$ cat src/rtl/vga_pixel_counter.sv
// VGA timing generator: pixel-rate divider, free-running h/v counters and derived strobes.
// Define VGA_FRAME_CNT_EN to build the 8-bit frame_count register; otherwise frame_count is tied to 0.
module vga_pixel_counter #(
  parameter int CLK_DIV   = 4,
  parameter int H_TOTAL   = 800,
  parameter int V_TOTAL   = 525,
  parameter int H_VISIBLE = 640,
  parameter int V_VISIBLE = 480
) (
  input  logic       clk,
  input  logic       reset,
  input  logic       en,
  output logic       pixel_tick,
  output logic [9:0] h_counter,
  output logic [9:0] v_counter,
  output logic       display_en,
  output logic [9:0] x_pixel,
  output logic [9:0] y_pixel,
  output logic       line_start,
  output logic       frame_start,
  output logic [7:0] frame_count
);

  localparam int               DIV_W    = (CLK_DIV > 1) ? $clog2(CLK_DIV) : 1;
  localparam logic [DIV_W-1:0] DIV_LAST = DIV_W'(CLK_DIV - 1);
  localparam logic [9:0]       H_LAST   = 10'(H_TOTAL - 1);
  localparam logic [9:0]       V_LAST   = 10'(V_TOTAL - 1);

  logic [DIV_W-1:0] div_cnt;
  logic             line_end;
  logic             frame_end;

  assign pixel_tick = en && (div_cnt == DIV_LAST);
  assign line_end   = pixel_tick && (h_counter == H_LAST);
  assign frame_end  = line_end && (v_counter == V_LAST);

  // With CLK_DIV=1 DIV_LAST is 0, so div_cnt stays 0 and pixel_tick follows en.
  always_ff @(posedge clk or posedge reset) begin
    if (reset) begin
      div_cnt <= '0;
    end else if (en) begin
      div_cnt <= (div_cnt == DIV_LAST) ? '0 : div_cnt + DIV_W'(1);
    end
  end

  always_ff @(posedge clk or posedge reset) begin
    if (reset) begin
      h_counter <= '0;
      v_counter <= '0;
    end else if (pixel_tick) begin
      if (line_end) begin
        h_counter <= '0;
        v_counter <= (v_counter == V_LAST) ? '0 : v_counter + 10'd1;
      end else begin
        h_counter <= h_counter + 10'd1;
      end
    end
  end

`ifdef VGA_FRAME_CNT_EN
  always_ff @(posedge clk or posedge reset) begin
    if (reset) begin
      frame_count <= '0;
    end else if (frame_end) begin
      frame_count <= frame_count + 8'd1;
    end
  end
`else
  assign frame_count = '0;
`endif

  // 11-bit compares so a visible width of 1024 does not truncate to 0.
  assign display_en  = ({1'b0, h_counter} < 11'(H_VISIBLE)) &&
                       ({1'b0, v_counter} < 11'(V_VISIBLE));
  assign x_pixel     = display_en ? h_counter : '0;
  assign y_pixel     = display_en ? v_counter : '0;
  assign line_start  = pixel_tick && (h_counter == '0);
  assign frame_start = line_start && (v_counter == '0);

endmodule

$ cat config.mk
export PLATFORM = sky130hd
export DESIGN_NAME = vga_pixel_counter
export DESIGN_NICKNAME = d
export VERILOG_FILES = /design/src/rtl/vga_pixel_counter.sv
export SDC_FILE = /design/constraint.sdc
export NUM_CORES = 1
export LEC_CHECK = 0
export CAP_MARGIN = 30
export CORE_ASPECT_RATIO = 1.75
export CORE_MARGIN = 2
export CORE_UTILIZATION = 25
export CTS_CLUSTER_SIZE = 25
export DETAILED_ROUTE_END_ITERATION = 7
export GPL_TIMING_DRIVEN = 0
export PLACE_DENSITY_LB_ADDON = 0.12
export SYNTH_ARGS = -nofsm -noshare
export SYNTH_HDL_FRONTEND = slang
export SYNTH_SLANG_ARGS = --single-unit
$ cat constraint.sdc
create_clock -name clk -period 2.35 [get_ports clk]
set_clock_uncertainty 0.2 [all_clocks]
set_input_delay 0.47 -clock clk [delete_from_list [all_inputs] [get_ports clk]]
set_output_delay 0.47 -clock clk [all_outputs]
set_load 0.01 [all_outputs]
==> run summary, run 1 <==
CP max stage cell = dfrtp_2
Avg Cell Area, Syn = 9.57 um^2
HP Class = flop to flop
Clk Latency, worst-skew pair = 0.26 ns
CTS Hold Bufs = 0
outcome = finished, violations left
initial antenna violation count = 0
# nets final = 235
worst slew pin tran = 0.896 ns
initial core utilization = 25.9%
fin crit share = 102%
failing checks = setup timing
Worst slew margin = 40.2%
sequential area share after synthesis = 38.4%
Longest Clk Path Bufs = 2
Seq. cell area = 561 um^2
clk slew on worst S/H paths = 0.09 ns
leading post-synthesis cells by cell area = dfrtp_1 38%, and2_1 6.5%, xnor2_1 5.5%
Vias = 1341
Leak = 1.05 nW
H-tree depth = 1
DR DRC count = 0
Placed Area = 2010 um^2
CP most frequent cell = buf_6
DR vias/cell = 4.44
PD cells = 553 nW/um^2
total track usage = 14.0%
CP startpoint kind = flop
final hold vios = 0
Routability Congestion = 0.742
leading area contributor after synthesis = dfrtp_1
setup repair after global routing missed its margin = true
Tot Pwr = 1.27 mW
critical hold path startpoint = div_cnt[1]$_DFFE_PP0P_
global-route wire length before repair = 6770 um
Detailed Place HPWL = 2920 um
wire per inst = 14.1 um
FMAX = 0.416 GHz
Chip Width = 61.3 um
WP data required = 1.68 ns
IO Pins = 55
layout cells sized above 1 = 38.1%
I/O Buffers = 45
DRT Pass-1 Iters = 4
slowest stage delay, CP = 0.43 ns
Site Rows = 36
final worst setup slack = -0.0526 ns
drt total wl = 4270 um
synthesized instance count = 150
Die Span Y = 104 um
die footprint = 6390 um^2
Worst Hold Slack = 0.322 ns
Max Cap Violations = 0
fillcell total = 578
Distinct cells, synth = 40
number of synthesized register bits = 22
Final setup viols = 2
Peak supply drop = 0.376 mV
drt initial violations = 25
Layout Area Growth over Synthesis = 59.5%
Routed Antenna Nets = 0
Crit. End Element = primary output
Mapped Area = 1440 um^2
area occupied by multi-input gates = 873 um^2
minimum clock period = 2.40 ns
Final Max Slew Viols = 0
yosys warns = 0
top cell type's share of synthesized area = 38.4%
Setup crit start = v_counter[8]$_DFFE_PP0P_
Setup Crit Path Kind = flop to primary output
Num CTS Buffers = 3
design area = 2290 um^2
CTS tree = built
crit-path cells = and4_4 > nor3_4 > buf_6 > buf_6 > buf_6 > and2_4 > buf_6
clock root buffer = clkbuf_8
CTS sink cnt = 22
WP data arrival = 1.73 ns
reg2reg setup slack = 0.34 ns
CP max FO = 7
vias in the first global route = 1299
Reg-to-Reg Start = div_cnt[0]$_DFFE_PP0P_
largest net degree at the start of global routing = 23
diode count = 0
core area = 5540 um^2
final global-route overflow total = 0
-- metrics by stage --
| step | setup slack (ns) | instances | TNS [ns] | utilization, % |
|---|---|---|---|---|
| after floorplan | 0.149 | 158 | 0 | - |
| after global placement | -0.832 | 279 | -8.33 | 36.3 |
| after detailed placement | -0.822 | 279 | -8.25 | 36.3 |
| after CTS | -0.146 | 296 | -0.335 | 39.3 |
| after global routing | -0.150 | 302 | -0.989 | 41.3 |
| final | -0.0526 | 302 | -0.0613 | 41.3 |
-- repair_timing --
action,CTS,global route
resized for setup,99,19
setup buffers,14,8
gates cloned,1,0
pin swaps,7,7
setup endpoints to repair,23,16
-- cells in the final DEF (no fill, tap or decap), types with 3 or more instances in the layout --
master | netlist | final
and2_1 | 15 | 8
and2_4 | 0 | 7
and3_1 | 5 | 5
buf_2 | 2 | 9
buf_4 | 10 | 26
buf_6 | 0 | 12
clkbuf_8 | 0 | 4
clkdlybuf4s50_1 | 0 | 21
conb_1 | 1 | 9
dfrtp_1 | 22 | 14
dfrtp_2 | 0 | 8
dlygate4sd2_1 | 0 | 7
ha_1 | 5 | 4
inv_1 | 6 | 6
nand2_1 | 7 | 7
nand3_1 | 9 | 9
nand4_1 | 9 | 9
nor2_1 | 10 | 8
nor4_1 | 6 | 3
nor4_2 | 0 | 3
o21ai_0 | 5 | 5
xnor2_1 | 9 | 9
-- per-layer routing --
| layer | vias up | global-route usage (%) | wire length, um |
|---|---|---|---|
| met5 | - | 0 | 0 |
| met2 | 34 | 25.7 | 2360 |
| met1 | 645 | 16.8 | 1720 |
| met3 | 2 | 1.12 | 157 |
| met4 | 0 | 3.26 | 32 |
| li1 | 660 | - | - |
-- synthesized netlist by cell type --
master     count
or3_1          1
nor4_1         6
mux2i_1        2
nand2_1        7
nor4b_2        1
nor4b_1        1
a211o_2        1
xnor2_1        9
and4_1         2
nor3_2         1
and3b_1        1
o21ai_1        1
buf_8          1
nand3_1        9
buf_2          2
nor2b_1        1
mux2_2         1
dfrtp_1       22
clkbuf_1       1
xor2_1         2
a21oi_2        1
nand2b_1       2
o21ai_0        5
nand4bb_4      1
nor2_1        10
and4bb_4       1
a22o_1         1
nand4_1        9
and3_1         5
inv_1          6
a22oi_1        1
ha_1           5
buf_4         10
o31ai_1        1
conb_1         1
and2_1        15
nand3_2        1
nor3_1         1
a31oi_2        1
and2_2         1
-- cell families after synthesis --
logic type | after synthesis | share of synthesized area, %
and+or+nand+nor | 76 | 33.4
DFF | 22 | 38.4
buffers and inverters | 20 | 8.80
AOI/OAI and AO/OA | 12 | 5.93
xor gates and xnor gates | 11 | 6.71
adders and majority gates | 5 | 4.36
muxes | 3 | 2.18
other | 1 | 0.261
-- worst max-delay path, delay by kind of cell, from the launching register on --
| family | cells | cell delay (ns) |
|---|---|---|
| buffers and inverters | 4 | 0.41 |
| DFF | 1 | 0.43 |
| and+or+nand+nor | 3 | 0.63 |
-- worst paths after layout --
path                                            end  cells past startpoint
setup / recovery                         y_pixel[2]                      7
hold / removal               div_cnt[1]$_DFFE_PP0P_                      1
setup reg to reg           v_counter[9]$_DFFE_PP0P_                      8
hold reg to reg              div_cnt[1]$_DFFE_PP0P_                      1
max in group asynchronous  v_counter[6]$_DFFE_PP0P_                      2
min in group asynchronous  h_counter[3]$_DFFE_PP0P_                      2
-- registers in the layout (all words and copies together), names as in the netlist --
signal,flops
v_counter,10
div_cnt,2
h_counter,10
-- cell type report --
cell class | count | area share [%]
clock buffer | 4 | 2.41
tap | 76 | 4.16
sequential | 22 | 24.5
multi-input combinational | 116 | 38.2
timing repair buffer | 67 | 25.7
inverter | 6 | 0.984
buffer | 11 | 4.10
-- where the power goes --
part	switching, mW	total [mW]	internal [mW]
logic	0.191	0.455	0.264
clock network	0.134	0.283	0.149
registers	0.0926	0.528	0.436
total	0.417	1.27	0.849
No activity file was read; power rests on OpenSTA's default activity.
==> run 2, diff against run 1 <==
--- a/config.mk
+++ b/config.mk
@@ -11,6 +11,7 @@
 export CORE_UTILIZATION = 25
 export CTS_CLUSTER_SIZE = 25
 export DETAILED_ROUTE_END_ITERATION = 7
+export DONT_BUFFER_PORTS = 1
 export GPL_TIMING_DRIVEN = 0
 export PLACE_DENSITY_LB_ADDON = 0.12
 export SYNTH_ARGS = -nofsm -noshare
==> run 2 against run 1 <==
Net effect:
- the run still ends with setup timing left
- global-route usage is 0.84 points lower
- sequential power rose by 6.4%
- register-to-register slack is essentially flat
- wire length is 5.7% lower
- clock power fell by 16%
- cell area decreased by 23%
- die area unchanged
- fmax down 5.4%
- worst setup slack got worse by 0.14 ns
- first-iteration DRC count up 60%
- utilization down 9.6 points
- non-clock buffer count shrank 60
- highest routed layer unchanged
==> run summary, run 2 (same netlist as run 1, synthesis figures left out) <==
final worst setup slack = -0.189 ns (was -0.0526 ns)
diode count = 0 (unchanged)
Crit. End Element = primary output (unchanged)
outcome = finished, violations left (unchanged)
failing checks = setup timing (unchanged)
clock root buffer = clkbuf_8 (unchanged)
Layout Area Growth over Synthesis = 22.4% (was 59.5%)
worst reg-to-reg path cell count = 6 (was 8)
fin crit share = 108% (was 102%)
vias in the first global route = 1137 (was 1299)
initial core utilization = 25.9% (unchanged)
M2 GR Usage = 22.1% (was 25.7%)
WP data required = 1.68 ns (about the same)
Reg-to-Reg Start = h_counter[0]$_DFFE_PP0P_ (was div_cnt[0]$_DFFE_PP0P_)
slowest stage delay, CP = 0.40 ns (was 0.43 ns)
Peak supply drop = 0.401 mV (was 0.376 mV)
commonest non-fill, non-tap cells in the layout = 16 x dfrtp_1, 12 x buf_4 (was 26 x buf_4, 21 x clkdlybuf4s50_1, 14 x dfrtp_1)
Leak = 0.757 nW (was 1.05 nW)
Placed Area = 1560 um^2 (was 2010 um^2)
wire per inst = 16.7 um (was 14.1 um)
core area = 5540 um^2 (unchanged)
CTS sink cnt = 22 (unchanged)
Final setup viols = 1 (was 2)
met3 usage = 3.23% (was 1.12%)
CP max FO = 8 (was 7)
Site Rows = 36 (unchanged)
CP max stage cell = dfrtp_1 (was dfrtp_2)
Die Span Y = 104 um (unchanged)
global-route wire length before repair = 6240 um (was 6770 um)
drt initial violations = 40 (was 25)
CTS Hold Bufs = 0 (unchanged)
CTS tree = built (unchanged)
clk slew on worst S/H paths = 0.08 ns (was 0.09 ns)
Num CTS Buffers = 3 (unchanged)
IO Pins = 55 (unchanged)
HP Class = input port to async pin (was flop to flop)
H-tree depth = 1 (unchanged)
# nets final = 175 (was 235)
CP startpoint kind = flop (unchanged)
worst r2r dst = v_counter[9]$_DFFE_PP0P_ (unchanged)
crit-path cells = ha_4 > and2_4 > buf_6 > nand4_1 > nor4b_4 > and4_4 (was and4_4 > nor3_4 > buf_6 > buf_6 > buf_6 > and2_4 > buf_6)
DR DRC count = 0 (unchanged)
FMAX = 0.394 GHz (was 0.416 GHz)
Chip Width = 61.3 um (unchanged)
WP data arrival = 1.87 ns (was 1.73 ns)
Routed Antenna Nets = 0 (unchanged)
Final Max Slew Viols = 0 (unchanged)
Max Cap Violations = 0 (unchanged)
met1 usage = 15.7% (was 16.8%)
drt total wl = 4030 um (was 4270 um)
Longest Clk Path Bufs = 2 (unchanged)
largest net degree at the start of global routing = 23 (unchanged)
initial antenna violation count = 0 (unchanged)
DRT Pass-1 Iters = 4 (unchanged)
design area = 1760 um^2 (was 2290 um^2)
Worst slew margin = 40.3% (was 40.2%)
gr busiest metal = met2 (unchanged)
reg2reg setup slack = 0.33 ns (was 0.34 ns)
setup repair after global routing missed its margin = true (unchanged)
I/O Buffers = 0 (was 45)
final hold vios = 0 (unchanged)
worst slew pin tran = 0.894 ns (was 0.896 ns)
Setup Crit Path Kind = flop to primary output (unchanged)
DR vias/cell = 4.71 (was 4.44)
minimum clock period = 2.54 ns (was 2.40 ns)
commonest non-fill, non-tap cell in the layout = dfrtp_1 (was buf_4)
total track usage = 13.2% (was 14.0%)
biggest regs = h_counter: 10 flops, v_counter: 10 flops, div_cnt: 2 flops (unchanged)
final global-route overflow total = 0 (unchanged)
die footprint = 6390 um^2 (unchanged)
Vias = 1134 (was 1341)
Clk Latency, worst-skew pair = 0.26 ns (about the same)
Detailed Place HPWL = 2910 um (was 2920 um)
Place WS = -0.0983 ns (was -0.822 ns)
layout cells sized above 1 = 33.3% (was 38.1%)
Routability Congestion = 0.783 (was 0.742)
post-layout util = 31.7% (was 41.3%)
PD cells = 622 nW/um^2 (was 553 nW/um^2)
==> run 2: changes by cell type in the layout (fill, tap and decap cells not counted), moves of 2 or more <==
cell	delta
dfrtp_1	+2
dfrtp_2	-2
buf_6	-8
buf_2	-9
buf_4	-14
dlygate4sd2_1	-7
clkdlybuf4s50_1	-21
clkdlybuf4s15_1	-2
and2_1	-2
and2_4	+2
==> run 2: how the worst max path moves through the flow <==
stage | startpoint | to | slack [ns] | cells after the start
after floorplan | div_cnt[0]$_DFFE_PP0P_ | frame_start | 0.15 | 6
after global placement | h_counter[5]$_DFFE_PP0P_ | frame_start | -0.10 | 4
after CTS | div_cnt[1]$_DFFE_PP0P_ | frame_start | -0.23 | 6
final | div_cnt[1]$_DFFE_PP0P_ | frame_start | -0.19 | 6
after detailed placement | h_counter[5]$_DFFE_PP0P_ | frame_start | -0.1 | 4
after global routing | div_cnt[1]$_DFFE_PP0P_ | frame_start | -0.31 | 6
==> run 2: layout make-up <==
class / instances / area, um^2
buffer: 13 / 110
clock buffer: 3 / 41.3
fill: 604 / 3780
inverter: 6 / 22.5
multi-input combinational: 116 / 885
sequential: 22 / 558
tap: 76 / 95.1
timing repair buffer: 5 / 45.0
==> run 2: report_power, final <==
group | total, mW | internal (mW) | switching [mW] | leakage, nW
registers | 0.562 | 0.435 | 0.127 | 0.270
clock network | 0.239 | 0.115 | 0.124 | 0.0216
logic | 0.291 | 0.146 | 0.145 | 0.466
==> run 2: stage by stage <==
stage | total power, mW | TNS (ns) | hold slack, ns | instances
finish | 1.09 | -0.189 | 0.0846 | 241
global route | 1.17 | -0.429 | 0.0799 | 241
CTS | 1.11 | -3.08 | 0.0871 | 240
detailed placement | 0.817 | -0.841 | 0.284 | 234
global placement | 0.808 | -0.650 | 0.266 | 234
floorplan | 0.745 | 0 | 0.257 | 158
==> run 2: metal layers <==
layer / routed length [um] / vias to the layer above
met3: 279 / 5
met2: 2160 / 40
met1: 1530 / 548
li1: - / 541
met5: 0 / -
met4: 61 / 0
==> run 2: timing repair <==
item,4_1_cts,5_1_grt
buffers inserted,3,1
pin swaps,4,4
gates resized for setup,14,25
gates cloned,0,1
endpoints found under the setup margin,22,25
==> run 2: worst max-delay path, delay by kind of cell, from the launching register on <==
family | cells | cell delay [ns]
adders and majority gates | 1 | 0.15
buffers and inverters | 1 | 0.12
DFF | 1 | 0.40
and+or+nand+nor | 4 | 0.93
